==> src/rtl/prv32_muldiv_pkg.sv <==
// prv32_muldiv_pkg: RV32M funct3 encodings, MDU FSM states and op-class helpers shared with the ALU.
// Revision: 1.0
`default_nettype none

package prv32_muldiv_pkg;

   localparam logic [2:0] MDU_MUL    = 3'd0;
   localparam logic [2:0] MDU_MULH   = 3'd1;
   localparam logic [2:0] MDU_MULHSU = 3'd2;
   localparam logic [2:0] MDU_MULHU  = 3'd3;
   localparam logic [2:0] MDU_DIV    = 3'd4;
   localparam logic [2:0] MDU_DIVU   = 3'd5;
   localparam logic [2:0] MDU_REM    = 3'd6;
   localparam logic [2:0] MDU_REMU   = 3'd7;

   typedef enum logic [1:0] {
      IDLE = 2'd0,
      CALC = 2'd1,
      DONE = 2'd2
   } mdu_state_e;

   function automatic logic is_div_op(input logic [2:0] op);
      return op[2];
   endfunction

   function automatic logic a_is_signed(input logic [2:0] op);
      return (op == MDU_MULH) || (op == MDU_MULHSU) || (op == MDU_DIV) || (op == MDU_REM);
   endfunction

   function automatic logic b_is_signed(input logic [2:0] op);
      return (op == MDU_MULH) || (op == MDU_DIV) || (op == MDU_REM);
   endfunction

endpackage

`default_nettype wire

==> src/rtl/prv32_muldiv_step.sv <==
// prv32_muldiv_step: one radix-2 iteration on a 2*XLEN accumulator (shift-add, or restoring
// shift-subtract when PRV32_MULDIV_DIV_EN is defined). Revision: 1.0
`default_nettype none

module prv32_muldiv_step #(
   parameter int XLEN = 32
) (
`ifdef PRV32_MULDIV_DIV_EN
   input  logic                i_div,
`endif
   input  logic [2*XLEN-1:0]   i_acc,
   input  logic [XLEN-1:0]     i_opnd,
   output logic [2*XLEN-1:0]   o_acc
);

   // Multiply: {hi, multiplier} with the multiplier consumed LSB-first; the carry shifts into hi.
   logic [XLEN:0] w_sum;
   assign w_sum = {1'b0, i_acc[2*XLEN-1:XLEN]} + (i_acc[0] ? {1'b0, i_opnd} : '0);

`ifdef PRV32_MULDIV_DIV_EN
   // Divide: {remainder, dividend}; the shifted partial remainder needs XLEN+1 bits.
   logic [XLEN:0] w_part;
   logic [XLEN:0] w_diff;
   assign w_part = i_acc[2*XLEN-1:XLEN-1];
   assign w_diff = w_part - {1'b0, i_opnd};

   always_comb begin
      if (!i_div)
         o_acc = {w_sum, i_acc[XLEN-1:1]};
      else if (w_diff[XLEN])
         o_acc = {w_part[XLEN-1:0], i_acc[XLEN-2:0], 1'b0};
      else
         o_acc = {w_diff[XLEN-1:0], i_acc[XLEN-2:0], 1'b1};
   end
`else
   assign o_acc = {w_sum, i_acc[XLEN-1:1]};
`endif

endmodule

`default_nettype wire

==> src/rtl/prv32_muldiv.sv <==
// prv32_muldiv: iterative RV32M multiply/divide unit with valid/ready handshake and kill.
// Divider datapath only when PRV32_MULDIV_DIV_EN is defined. Revision: 1.0
`default_nettype none

module prv32_muldiv
   import prv32_muldiv_pkg::*;
#(
   parameter int XLEN = 32
) (
   input  logic            clk,
   input  logic            rst,
   input  logic            in_valid,
   output logic            in_ready,
   input  logic [2:0]      op,
   input  logic [XLEN-1:0] a,
   input  logic [XLEN-1:0] b,
   input  logic            kill,
   output logic            out_valid,
   input  logic            out_ready,
   output logic [XLEN-1:0] result
);

   localparam int             CW         = $clog2(XLEN) + 1;
   localparam logic [CW-1:0]  c_CNT_LAST = CW'(XLEN);

   mdu_state_e        r_state;
   logic              r_in_ready;
   logic              r_out_valid;
   logic [XLEN-1:0]   r_result;
   logic [CW-1:0]     r_cnt;
   logic [2:0]        r_op;
   logic [2*XLEN-1:0] r_acc;
   logic [XLEN-1:0]   r_opnd;
   logic              r_neg;
   logic              r_bypass;

   logic              w_accept;
   logic              w_a_neg;
   logic              w_b_neg;
   logic [XLEN-1:0]   w_mag_a;
   logic [XLEN-1:0]   w_mag_b;
   logic              w_neg;
   logic              w_bypass;
   logic [XLEN-1:0]   w_bypass_val;
   logic [2*XLEN-1:0] w_step_acc;
   logic [2*XLEN-1:0] w_prod;
   logic [XLEN-1:0]   w_final;

   assign w_accept = in_valid && r_in_ready && !kill;
   assign w_a_neg  = a_is_signed(op) & a[XLEN-1];
   assign w_b_neg  = b_is_signed(op) & b[XLEN-1];
   assign w_mag_a  = w_a_neg ? -a : a;
   assign w_mag_b  = w_b_neg ? -b : b;
   assign w_neg    = (op == MDU_REM) ? w_a_neg : (w_a_neg ^ w_b_neg);

   // Ops that finish without iterating carry their answer in r_acc and spend one CALC cycle.
   always_comb begin
      w_bypass     = 1'b0;
      w_bypass_val = '0;
`ifdef PRV32_MULDIV_DIV_EN
      if (is_div_op(op)) begin
         if (b == '0) begin
            w_bypass     = 1'b1;
            w_bypass_val = op[1] ? a : '1;
         end else if (((op == MDU_DIV) || (op == MDU_REM)) &&
                      (a == {1'b1, {(XLEN-1){1'b0}}}) && (b == '1)) begin
            w_bypass     = 1'b1;
            w_bypass_val = op[1] ? '0 : a;
         end
      end
`else
      if (is_div_op(op))
         w_bypass = 1'b1;
`endif
   end

   prv32_muldiv_step #(
      .XLEN   (XLEN)
   ) u_step (
`ifdef PRV32_MULDIV_DIV_EN
      .i_div  (is_div_op(r_op)),
`endif
      .i_acc  (r_acc),
      .i_opnd (r_opnd),
      .o_acc  (w_step_acc)
   );

   assign w_prod = r_neg ? -r_acc : r_acc;

`ifdef PRV32_MULDIV_DIV_EN
   logic [XLEN-1:0] w_quo;
   logic [XLEN-1:0] w_rem;
   assign w_quo = r_neg ? -r_acc[XLEN-1:0]      : r_acc[XLEN-1:0];
   assign w_rem = r_neg ? -r_acc[2*XLEN-1:XLEN] : r_acc[2*XLEN-1:XLEN];
`endif

   always_comb begin
      w_final = '0;
      if (r_bypass)
         w_final = r_acc[XLEN-1:0];
      else if (r_op == MDU_MUL)
         w_final = w_prod[XLEN-1:0];
`ifdef PRV32_MULDIV_DIV_EN
      else if (is_div_op(r_op))
         w_final = r_op[1] ? w_rem : w_quo;
`endif
      else
         w_final = w_prod[2*XLEN-1:XLEN];
   end

   always_ff @(posedge clk) begin
      if (rst) begin
         r_state     <= IDLE;
         r_in_ready  <= 1'b1;
         r_out_valid <= 1'b0;
         r_result    <= '0;
         r_cnt       <= '0;
         r_op        <= MDU_MUL;
         r_acc       <= '0;
         r_opnd      <= '0;
         r_neg       <= 1'b0;
         r_bypass    <= 1'b0;
      end else if (kill) begin
         r_state     <= IDLE;
         r_in_ready  <= 1'b1;
         r_out_valid <= 1'b0;
      end else begin
         case (r_state)
            IDLE: begin
               if (w_accept) begin
                  r_state    <= CALC;
                  r_in_ready <= 1'b0;
                  r_op       <= op;
                  r_neg      <= w_neg;
                  r_bypass   <= w_bypass;
                  r_cnt      <= w_bypass ? c_CNT_LAST : '0;
                  if (w_bypass) begin
                     r_acc  <= {{XLEN{1'b0}}, w_bypass_val};
                     r_opnd <= '0;
                  end else if (is_div_op(op)) begin
                     r_acc  <= {{XLEN{1'b0}}, w_mag_a};
                     r_opnd <= w_mag_b;
                  end else begin
                     r_acc  <= {{XLEN{1'b0}}, w_mag_b};
                     r_opnd <= w_mag_a;
                  end
               end
            end
            CALC: begin
               if (r_cnt == c_CNT_LAST) begin
                  r_state     <= DONE;
                  r_result    <= w_final;
                  r_out_valid <= 1'b1;
               end else begin
                  r_acc <= w_step_acc;
                  r_cnt <= r_cnt + 1'b1;
               end
            end
            DONE: begin
               if (out_ready) begin
                  r_state     <= IDLE;
                  r_in_ready  <= 1'b1;
                  r_out_valid <= 1'b0;
               end
            end
            default: begin
               r_state     <= IDLE;
               r_in_ready  <= 1'b1;
               r_out_valid <= 1'b0;
            end
         endcase
      end
   end

   assign in_ready  = r_in_ready;
   assign out_valid = r_out_valid;
   assign result    = r_result;

endmodule

`default_nettype wire

==> config.mk <==
export PLATFORM = sky130hd
export DESIGN_NAME = prv32_muldiv
export DESIGN_NICKNAME = d
export VERILOG_FILES = /design/src/rtl/prv32_muldiv_pkg.sv /design/src/rtl/prv32_muldiv_step.sv /design/src/rtl/prv32_muldiv.sv
export SDC_FILE = /design/constraint.sdc
export NUM_CORES = 1
export LEC_CHECK = 0
export BUFFER_PORTS_ARGS = -buffer_cell sky130_fd_sc_hd__buf_2
export CAP_MARGIN = 10
export CORE_MARGIN = 3
export CORE_UTILIZATION = 49
export CTS_BUF_LIST = sky130_fd_sc_hd__clkbuf_8
export CTS_CLUSTER_SIZE = 20
export DETAILED_ROUTE_END_ITERATION = 10
export GPL_TIMING_DRIVEN = 0
export PLACE_DENSITY_LB_ADDON = 0.12
export REMOVE_ABC_BUFFERS = 1
export SLEW_MARGIN = 15
export SYNTH_ARGS = -nofsm -noshare
export SYNTH_HDL_FRONTEND = slang
export SYNTH_SLANG_ARGS = --single-unit
==> constraint.sdc <==
create_clock -name clk -period 7.9 [get_ports clk]
set_input_delay 1.58 -clock clk [delete_from_list [all_inputs] [get_ports clk]]
set_output_delay 1.58 -clock clk [all_outputs]
set_load 0.02 [all_outputs]
# Yosys cells after proc, flatten, opt, wreduce, memory -nomap -nowiden
# Cells that the tools add are included.
[op_classes]
n_addsub = 5
eq_ne = 11
muxes = 29
n_bitwise = 6
n_reduce_logical = 18
[op_table]
columns = ["cell", "count"]
rows = [
  ["32-bit 2-to-1 mux", 9],
  ["64-bit 2-to-1 mux", 3],
  ["64-bit case mux with 2 select lines", 1],
  ["32-bit negation", 2],
  ["64-bit negation", 1],
  ["32-bit by 33-bit adder with 33-bit output", 1],
  ["6-bit 2-to-1 mux", 3],
  ["3-bit AND reduction", 5],
  ["6-bit case mux with 2 select lines", 1],
  ["2-bit != test (second input constant)", 4],
  ["6-bit by 1-bit adder with 6-bit output (second input constant)", 1],
  ["3-bit equality test (second input constant)", 2],
  ["6-bit equality test (second input constant)", 1],
  ["1-bit 2-to-1 mux", 6],
  ["2-bit 2-to-1 mux", 3],
  ["1-bit case mux with 3 select lines", 2],
  ["2-bit case mux with 3 select lines", 1],
  ["1-bit logical OR", 5],
  ["4-bit AND reduction", 1],
  ["3-bit by 1-bit equality test with 1-bit output (second input constant)", 1],
  ["3-bit by 2-bit equality test with 1-bit output (second input constant)", 1],
  ["3-bit logical NOT", 1],
  ["1-bit NOT", 3],
  ["1-bit AND", 2],
  ["8 further kinds", 9],
]
[totals]
regBits = 143
input_bits = 72
out_inout_bits = 34
word_cells = 79

# Longest topological paths before layout
# Gate-level depths: netlist (run 1).
[depth]
word_depth = 10
mapped_depth = 14
depth_no_buf = 12

# Cells and area by module
# A second synthesis (run 1) with hierarchy kept.
[unflattened]
cells_unflattened = 1555
hier_area_um2 = 11507.3
[modules_own_cells]
columns = ["module", "n_inst", "cells_each", "area_per_inst_um2", "seq_area_each_um2"]
rows = [
  ["prv32_muldiv", 1, 1204, 9080.0, 2842.7],
  ["prv32_muldiv_step", 1, 351, 2427.3, 0.0],
]

# Worst setup path after synthesis (run 1)
# OpenSTA, ideal clock, no wires.
[synth_path]
path_type = "input -> register"
from = "input port a[8]"
to = "register r_opnd[25]"
setup_time_ps = 127
arrival_time_ps = 3779
required_time_ps = 7773
path_slack_ps = 3994
stages = 7
n_path_buf = 0
path_cell_list = "or4_4 or4_1 or2_1 or4_4 o31ai_1 xor2_1 o21ai_1"
[synth_via]
elab_chain_cells = 4
[synth_rtl]
columns = ["element", "line", "rtl"]
rows = [
  ["from (decl)", "prv32_muldiv.sv:15", "input logic [XLEN-1:0] a,"],
  ["32-bit negation", "prv32_muldiv.sv:52", "assign w_mag_a = w_a_neg ? -a : a;"],
  ["32-bit 2-to-1 mux", "prv32_muldiv.sv:52", ""],
  ["32-bit 2-to-1 mux", "prv32_muldiv.sv:140", "end else if (is_div_op(op)) begin"],
  ["32-bit 2-to-1 mux", "prv32_muldiv.sv:137", "if (w_bypass) begin"],
  ["to (signal assigned)", "prv32_muldiv.sv:142", "r_opnd <= w_mag_b;"],
  ["to (signal assigned)", "prv32_muldiv.sv:145", "r_opnd <= w_mag_a;"],
  ["to (decl)", "prv32_muldiv.sv:33", "logic [XLEN-1:0] r_opnd;"],
]
# Every way passes these cells.
# A chain may end at the register's enable or synchronous reset.

# Worst setup path after layout (run 1)
[layout_path]
from = "input port a[8]"
to = "register r_opnd[30]"
# The elaborated chain is that of the path after synthesis.

==> reports/results.ini, run 1 <==
[yosys]
synth-seq-area-share=0.2759
synth_warn=0
yosys_register_bits=142
syn_inst=1378
avgSynthCellArea_um2=7.477
post_synth_num_cell_types=67
synth_edf_count=0
async_reset_ff_frac=0
post_synth_instance_area_um2=10300
synth_flop_cell=sky130_fd_sc_hd__dfxtp_1

[finish]
diodes=0
mostFrequentLayoutCell=sky130_fd_sc_hd__nand2_1
final_nets=1529
drive_above_1_share=0.1286
n_fill_cell=2036
layout.cells.most_common_list=sky130_fd_sc_hd__nand2_1, sky130_fd_sc_hd__dfxtp_1, sky130_fd_sc_hd__nor2_1
areaGrowthSynthToFinish_pct=10.22
fin_cells=1701
design_area_um2=11360

[worst_hold_path]
whs_path_depth=2
worst_hold_startpoint=result[8]
hold_path_end=result[8]
min_path_type=reg2reg

[power_and_ir_drop]
clock_power_share=0.363
swShare=0.3085
pwr-share-seq=0.461
cellLeakagePower_nw=4.399
switching_power_w=0.0005104
combPwrFrac=0.176
power.internal_w=0.001144
power_density_nw_per_um2=145.7
p_total_w=0.001654
ir_drop_mv=0.09578

[sta]
slew_viol_final=0
timing.final.hold_violations=0
timing.final.crit_share=0.4983
final_period_minus_worst_setup_slack_ns=3.937
finalSetupViolCount=0
rsz0062_at_grt=no
timing.clock.skew_ns=0.01800
max_slew.worst_pin.slew_ns=1.149
totalNegativeSetupSlack_ns=0
maxClockFrequency_ghz=0.2540
slew_headroom=0.2308

[detailed_routing]
drc=0
first_pass_drt_iterations=6
ant_nets=0
initialDrtViolationCount=868
number_of_vias_after_detailed_routing=10440
route.detailed.wl_per_inst_um=18.29
route.final.wire_length_um=31120
routed_via_density=6.135

[clock_tree]
cts.path.max_buffers=2
holdBufCountCts=0
tritoncts_num_sinks=142
cts_root_buf=sky130_fd_sc_hd__clkbuf_8
clock_tree_from_tritoncts=yes
htree_levels=4
cts_made_buffers=17
cts_setup_buffers=0
latest_clock_arrival_within_the_worst_skew_pair_ns=0.47
clk_pin_slew_worst_paths_ns=0.08
postCtsResizedCells=0

[critical_path]
slowest_stage=sky130_fd_sc_hd__or4_4
worst_r2r_startpoint=r_acc[0]
path_cells=buf_2 > or4_4 > or4_1 > or2_1 > or3_1 > nor3_1 > a21oi_1 > xnor2_1 > o21ai_1
critPathMaxStageDelay_ns=0.55
timing.critical_path.to_type=flop
critical_path_buf_inv_count=1
timing.critical_path.from_type=input port
rr_endpoint=r_acc[61]
critical_path.top_delay_family=simple AND/OR/NAND/NOR gates
r2r_setup_slack_ns=4.08
timing.critical_path.arrival_ns=4.26
worst_r2r_path_depth=12
path_max_fanout=5
crit_type=in2reg
worst-endpoint-required_ns=8.22

[floorplanning]
floorplan.io_pins=106
core-area_um2=20430
die_height_um=151.0
die_outline_area_um2=22800
placement_rows=52
fp.dieW_um=151.0
floorplan.initialDensity=0.5043

[global_route]
grtUsageTotal=0.2687
antenna_found_initial=0
grt_pass1_wl_um=48750
first_global_vias=9084
largest_net_degree_at_the_start_of_global_routing=78
grt_overflow=0

[placed_design]
placed_area_um2=10960
dpl.hpwl_um=22970
io_buffer_count=105
finalWeightedCongestion=0.9474
placed_cells=1670

[job]
max_cap_violations=0

[outcome]
outcome=complete, no violations

[layer usage]
layer	vias to the layer above	part of all wire	GRT usage
met2	346	0.44	0.4075
li1	5120	-	-
met1	4934	0.48	0.3991
met5	-	0	0
met3	36	0.065	0.03920
met4	0	0.014	0.06890
[logic make-up (layout without fill, tap and decap cells)]
| kind of cell | Yosys count | in the layout | share of synthesized area |
|---|---|---|---|
| XOR/XNOR | 115 | 115 | 0.09775 |
| adder cells (fa/ha/maj) | 38 | 38 | 0.04687 |
| flip-flops | 142 | 142 | 0.2759 |
| AO/OA/AOI/OAI | 423 | 423 | 0.2676 |
| AND/OR/NAND/NOR | 530 | 530 | 0.2556 |
| buffers and inverters | 118 | 171 | 0.04408 |
| multiplexers | 12 | 12 | 0.01214 |
[worst max-delay path by stage]
stage	start	end	depth (start not counted)
6_report	a[8]	r_opnd[30]	9
5_1_grt	a[8]	r_opnd[30]	9
4_1_cts	r_acc[0]	r_acc[61]	12
3_5_place_dp	a[8]	r_opnd[30]	9
3_3_place_gp	r_op[2]	result[15]	4
2_1_floorplan	a[8]	r_opnd[25]	7
[Yosys cell counts, drive strengths merged (3+ instances only)]
cell type	instances	area, um^2
a41oi	6	52.55
a31oi	10	62.56
nor2	119	446.7
o2111ai	4	35.03
nand4	16	112.6
a22oi	18	135.1
xor2	46	402.9
and3	5	31.28
a32oi	3	26.28
nor4	19	137.6
o21bai	6	45.04
or2	11	68.82
a222oi	5	50.05
and2	39	244.0
ha	37	462.9
a21o	16	120.1
or4	20	165.2
inv	27	101.4
nand2	175	656.9
nor2b	11	68.82
or3	27	168.9
dfxtp	142	2843
a221oi	21	183.9
a21oi	91	455.4
o31a	5	43.79
o211ai	8	60.06
mux2	4	45.04
o22ai	8	50.05
o41ai	14	145.1
buf	6	33.78
clkbuf	85	319.1
o31ai	39	292.8
nor4b	4	50.05
o221ai	8	70.07
o21a	8	60.06
nand2b	15	93.84
mux2i	8	80.08
nor3	40	221.5
a311oi	6	52.55
xnor2	69	604.3
o21ai	121	605.6
nand3	22	110.1
a32o	4	40.04
a211oi	15	112.6
[flip-flops by register name, indices dropped and copies added (netlist names)]
| register | count |
|---|---|
| r_state | 2 |
| r_opnd | 32 |
| out_valid | 1 |
| r_acc | 64 |
| r_neg | 1 |
| r_op | 3 |
| r_cnt | 6 |
| result | 32 |
| in_ready | 1 |
[through the flow]
| step | hold WS [ns] | utilization | worst slack, ns |
|---|---|---|---|
| 2_1_floorplan | 0.4167 | - | 3.979 |
| 6_report | 0.4366 | 0.5559 | 3.963 |
| 3_5_place_dp | 0.4270 | 0.5364 | 3.499 |
| 4_1_cts | 0.4386 | 0.5558 | 3.720 |
| 3_3_place_gp | 0.4231 | 0.5293 | 2.842 |
| 5_1_grt | 0.4598 | 0.5559 | 3.834 |
[power groups by stage]
stage                     registers [W]  clock network (W)  logic (W)
final                          0.000762           0.000601   0.000291
after global placement         0.000778                  0   0.000274
after detailed placement       0.000778                  0   0.000285
after CTS                      0.000761           0.000607   0.000287
after global routing           0.000766           0.000638   0.000319
after floorplan                0.000768                  0   0.000186
[worst min-delay path, cell delays in order, from the launching register on]
cell and delay, ns:
sky130_fd_sc_hd__dfxtp_1 0.31, sky130_fd_sc_hd__nand2_1 0.05, sky130_fd_sc_hd__nand2_1 0.04
[final cells by class]
type                    instances  area [um^2]  area share
multi-input cells            1118         7039      0.6198
clock inverters                11        120.1     0.01058
repair buffers                113        634.4     0.05586
clock buffers                  20        275.3     0.02424
well taps                     270        337.8     0.02975
flip-flops and latches        142         2849      0.2509
inverters                      27        101.3    0.008924
No activity file was read; power rests on OpenSTA's default activity.
==> run 2: changes to the inputs <==
==> constraint.sdc (replaced) <==
create_clock -name clk -period 4 [get_ports clk]
set_input_delay 0.8 -clock clk [delete_from_list [all_inputs] [get_ports clk]]
set_output_delay 0.8 -clock clk [all_outputs]
set_load 0.02 [all_outputs]
==> reports/results.ini, run 2 (same netlist as run 1, synthesis figures left out) <==
[sta]
slew_headroom=0.2533  ; was 0.2308
slew_viol_final=0  ; unchanged
totalNegativeSetupSlack_ns=0  ; unchanged
finalSetupViolCount=0  ; unchanged
timing.final.crit_share=0.9057
maxClockFrequency_ghz=0.2760
max_slew.worst_pin.slew_ns=1.116  ; was 1.149 ns
timing.clock.skew_ns=0.02111  ; was 0.01800 ns
timing.final.hold_violations=0  ; unchanged
rsz0062_at_grt=no  ; unchanged
final_period_minus_worst_setup_slack_ns=3.623

[global_route]
grtUsageTotal=0.2687  ; unchanged
antenna_found_initial=0  ; unchanged
first_global_vias=9084  ; unchanged
grt_overflow=0  ; unchanged
largest_net_degree_at_the_start_of_global_routing=78  ; unchanged
grt_pass1_wl_um=48750  ; unchanged

[detailed_routing]
route.detailed.wl_per_inst_um=18.23  ; was 18.29 um
drc=0  ; unchanged
first_pass_drt_iterations=5  ; was 6
routed_via_density=6.133  ; was 6.135
ant_nets=0  ; unchanged
route.final.wire_length_um=31010  ; was 31120 um
number_of_vias_after_detailed_routing=10430  ; was 10440
initialDrtViolationCount=934  ; was 868

[clock_tree]
latest_clock_arrival_within_the_worst_skew_pair_ns=0.47  ; about the same
postCtsResizedCells=1  ; was 0
tritoncts_num_sinks=142  ; unchanged
htree_levels=4  ; unchanged
cts_setup_buffers=0  ; unchanged
clock_tree_from_tritoncts=yes  ; unchanged
cts.path.max_buffers=2  ; unchanged
cts_root_buf=sky130_fd_sc_hd__clkbuf_8  ; unchanged
cts_made_buffers=17  ; unchanged
holdBufCountCts=0  ; unchanged
clk_pin_slew_worst_paths_ns=0.08  ; about the same

[critical_path]
critical_path.top_delay_family=compound AO/OA/AOI/OAI gates  ; was simple AND/OR/NAND/NOR gates
critical_path_buf_inv_count=1  ; unchanged
crit_type=reg2reg  ; was in2reg
timing.critical_path.from_type=flop  ; was input port
cp-endpoint=r_acc[61]  ; was r_opnd[30]
critPathMaxStageDelay_ns=0.55  ; about the same
timing.critical_path.to_type=flop  ; unchanged
slowest_stage=sky130_fd_sc_hd__dfxtp_4  ; was sky130_fd_sc_hd__or4_4
worst-endpoint-required_ns=4.38  ; was 8.22 ns
path_cells=and2_1 > ha_1 > inv_1 > fa_1 > nand2b_1 > a21oi_1 > o2111ai_1 > a31oi_1 > o2111ai_1 > a21oi_1 > mux2_2 > o22ai_1  ; was buf_2 > or4_4 > or4_1 > or2_1 > or3_1 > nor3_1 > a21oi_1 > xnor2_1 > o21ai_1
worst_r2r_startpoint=r_acc[0]  ; unchanged
worstSetupStartpoint=r_acc[0]  ; was a[8]
rr_endpoint=r_acc[61]  ; unchanged
r2r_setup_slack_ns=0.38  ; was 4.08 ns
worst_r2r_path_depth=12  ; unchanged
critical_path_cell_count=12  ; was 9
path_max_fanout=37  ; was 5
timing.critical_path.arrival_ns=4.01  ; was 4.26 ns

[outcome]
outcome=complete, no violations  ; unchanged

[finish]
areaGrowthSynthToFinish_pct=10.25  ; was 10.22%
final_nets=1529  ; unchanged
diodes=0  ; unchanged
largest_reg_flops=64  ; unchanged
design_area_um2=11360  ; about the same
drive_above_1_share=0.1286  ; unchanged
layout.cells.most_common_list=sky130_fd_sc_hd__nand2_1, sky130_fd_sc_hd__dfxtp_1, sky130_fd_sc_hd__nor2_1  ; unchanged
regArea_um2=2851  ; was 2849 um^2
max_flop_register=r_acc  ; unchanged
mostFrequentLayoutCell=sky130_fd_sc_hd__nand2_1  ; unchanged
multi_input_area_um2=7039  ; unchanged
n_fill_cell=2035  ; was 2036

[floorplanning]
die_height_um=151.0  ; unchanged
core-area_um2=20430  ; unchanged
floorplan.io_pins=106  ; unchanged
floorplan.initialDensity=0.5043  ; unchanged
placement_rows=52  ; unchanged
die_outline_area_um2=22800  ; unchanged
fp.dieW_um=151.0  ; unchanged

[job]
max_cap_violations=0  ; unchanged

[placed_design]
io_buffer_count=105  ; unchanged
placed_area_um2=10960  ; unchanged
dpl.hpwl_um=22970  ; unchanged
finalWeightedCongestion=0.9474  ; unchanged

[worst_hold_path]
min_path_type=reg2reg  ; unchanged

[power_and_ir_drop]
power_density_nw_per_um2=287.7  ; was 145.7 nW/um^2
cellLeakagePower_nw=4.399  ; about the same
ir_drop_mv=0.1892  ; was 0.09578 mV

[run 2: cell counts in the layout (fill, tap and decap cells not counted)]
Identical to the previous run, type by type.
[run 2: tightest hold or removal path, delay by kind of cell (launching register included)]
family           cells  cell delay, ns
DFF                  1            0.31
and+or+nand+nor      2            0.09
[run 2: how the worst min path moves through the flow]
stage,startpoint,endpoint,slack (ns),cells after the start
6_report,result[8],result[8],0.44,2
5_1_grt,result[27],result[27],0.46,2
4_1_cts,result[8],result[8],0.44,2
3_5_place_dp,result[8],result[8],0.43,2
3_3_place_gp,result[8],result[8],0.42,2
2_1_floorplan,r_opnd[0],r_opnd[0],0.42,2
[run 2: where the power goes]
| group | internal (W) | switching, W |
|---|---|---|
| Combinational | 0.000217 | 0.000356 |
| Sequential | 0.00145 | 0.0000596 |
| Clock | 0.000596 | 0.000594 |
| Total | 0.00226 | 0.00101 |
[run 2: area by class of cell]
| class | instances | share of cell area |
|---|---|---|
| repair buffers | 113 | 0.05584 |
| flip-flops and latches | 142 | 0.2510 |
| inverters | 27 | 0.008922 |
| clock inverters | 11 | 0.01057 |
| clock buffers | 20 | 0.02423 |
| well taps | 270 | 0.02974 |
| multi-input cells | 1118 | 0.6197 |
[run 2: layer usage]
metal | up-vias | global-route usage | routed length (um)
met4 | 0 | 0.06890 | 476
met2 | 332 | 0.4075 | 13680
met1 | 4942 | 0.3991 | 14880
met5 | - | 0 | 0
li1 | 5120 | - | -
met3 | 39 | 0.03920 | 1978
[run 2: metrics by stage]
stage / util / total power (W) / setup slack (ns) / hold WS [ns] / std cells
final: 0.5560 / 0.003268 / 0.3772 / 0.4360 / 1701
after global routing: 0.5560 / 0.003402 / 0.1871 / 0.4598 / 1701
after CTS: 0.5559 / 0.003270 / 0.2341 / 0.4386 / 1701
after detailed placement: 0.5364 / 0.002101 / -0.1451 / 0.4270 / 1670
after global placement: 0.5293 / 0.002077 / -1.058 / 0.4231 / 1662
after floorplan: - / 0.001884 / 0.5328 / 0.4167 / 1287
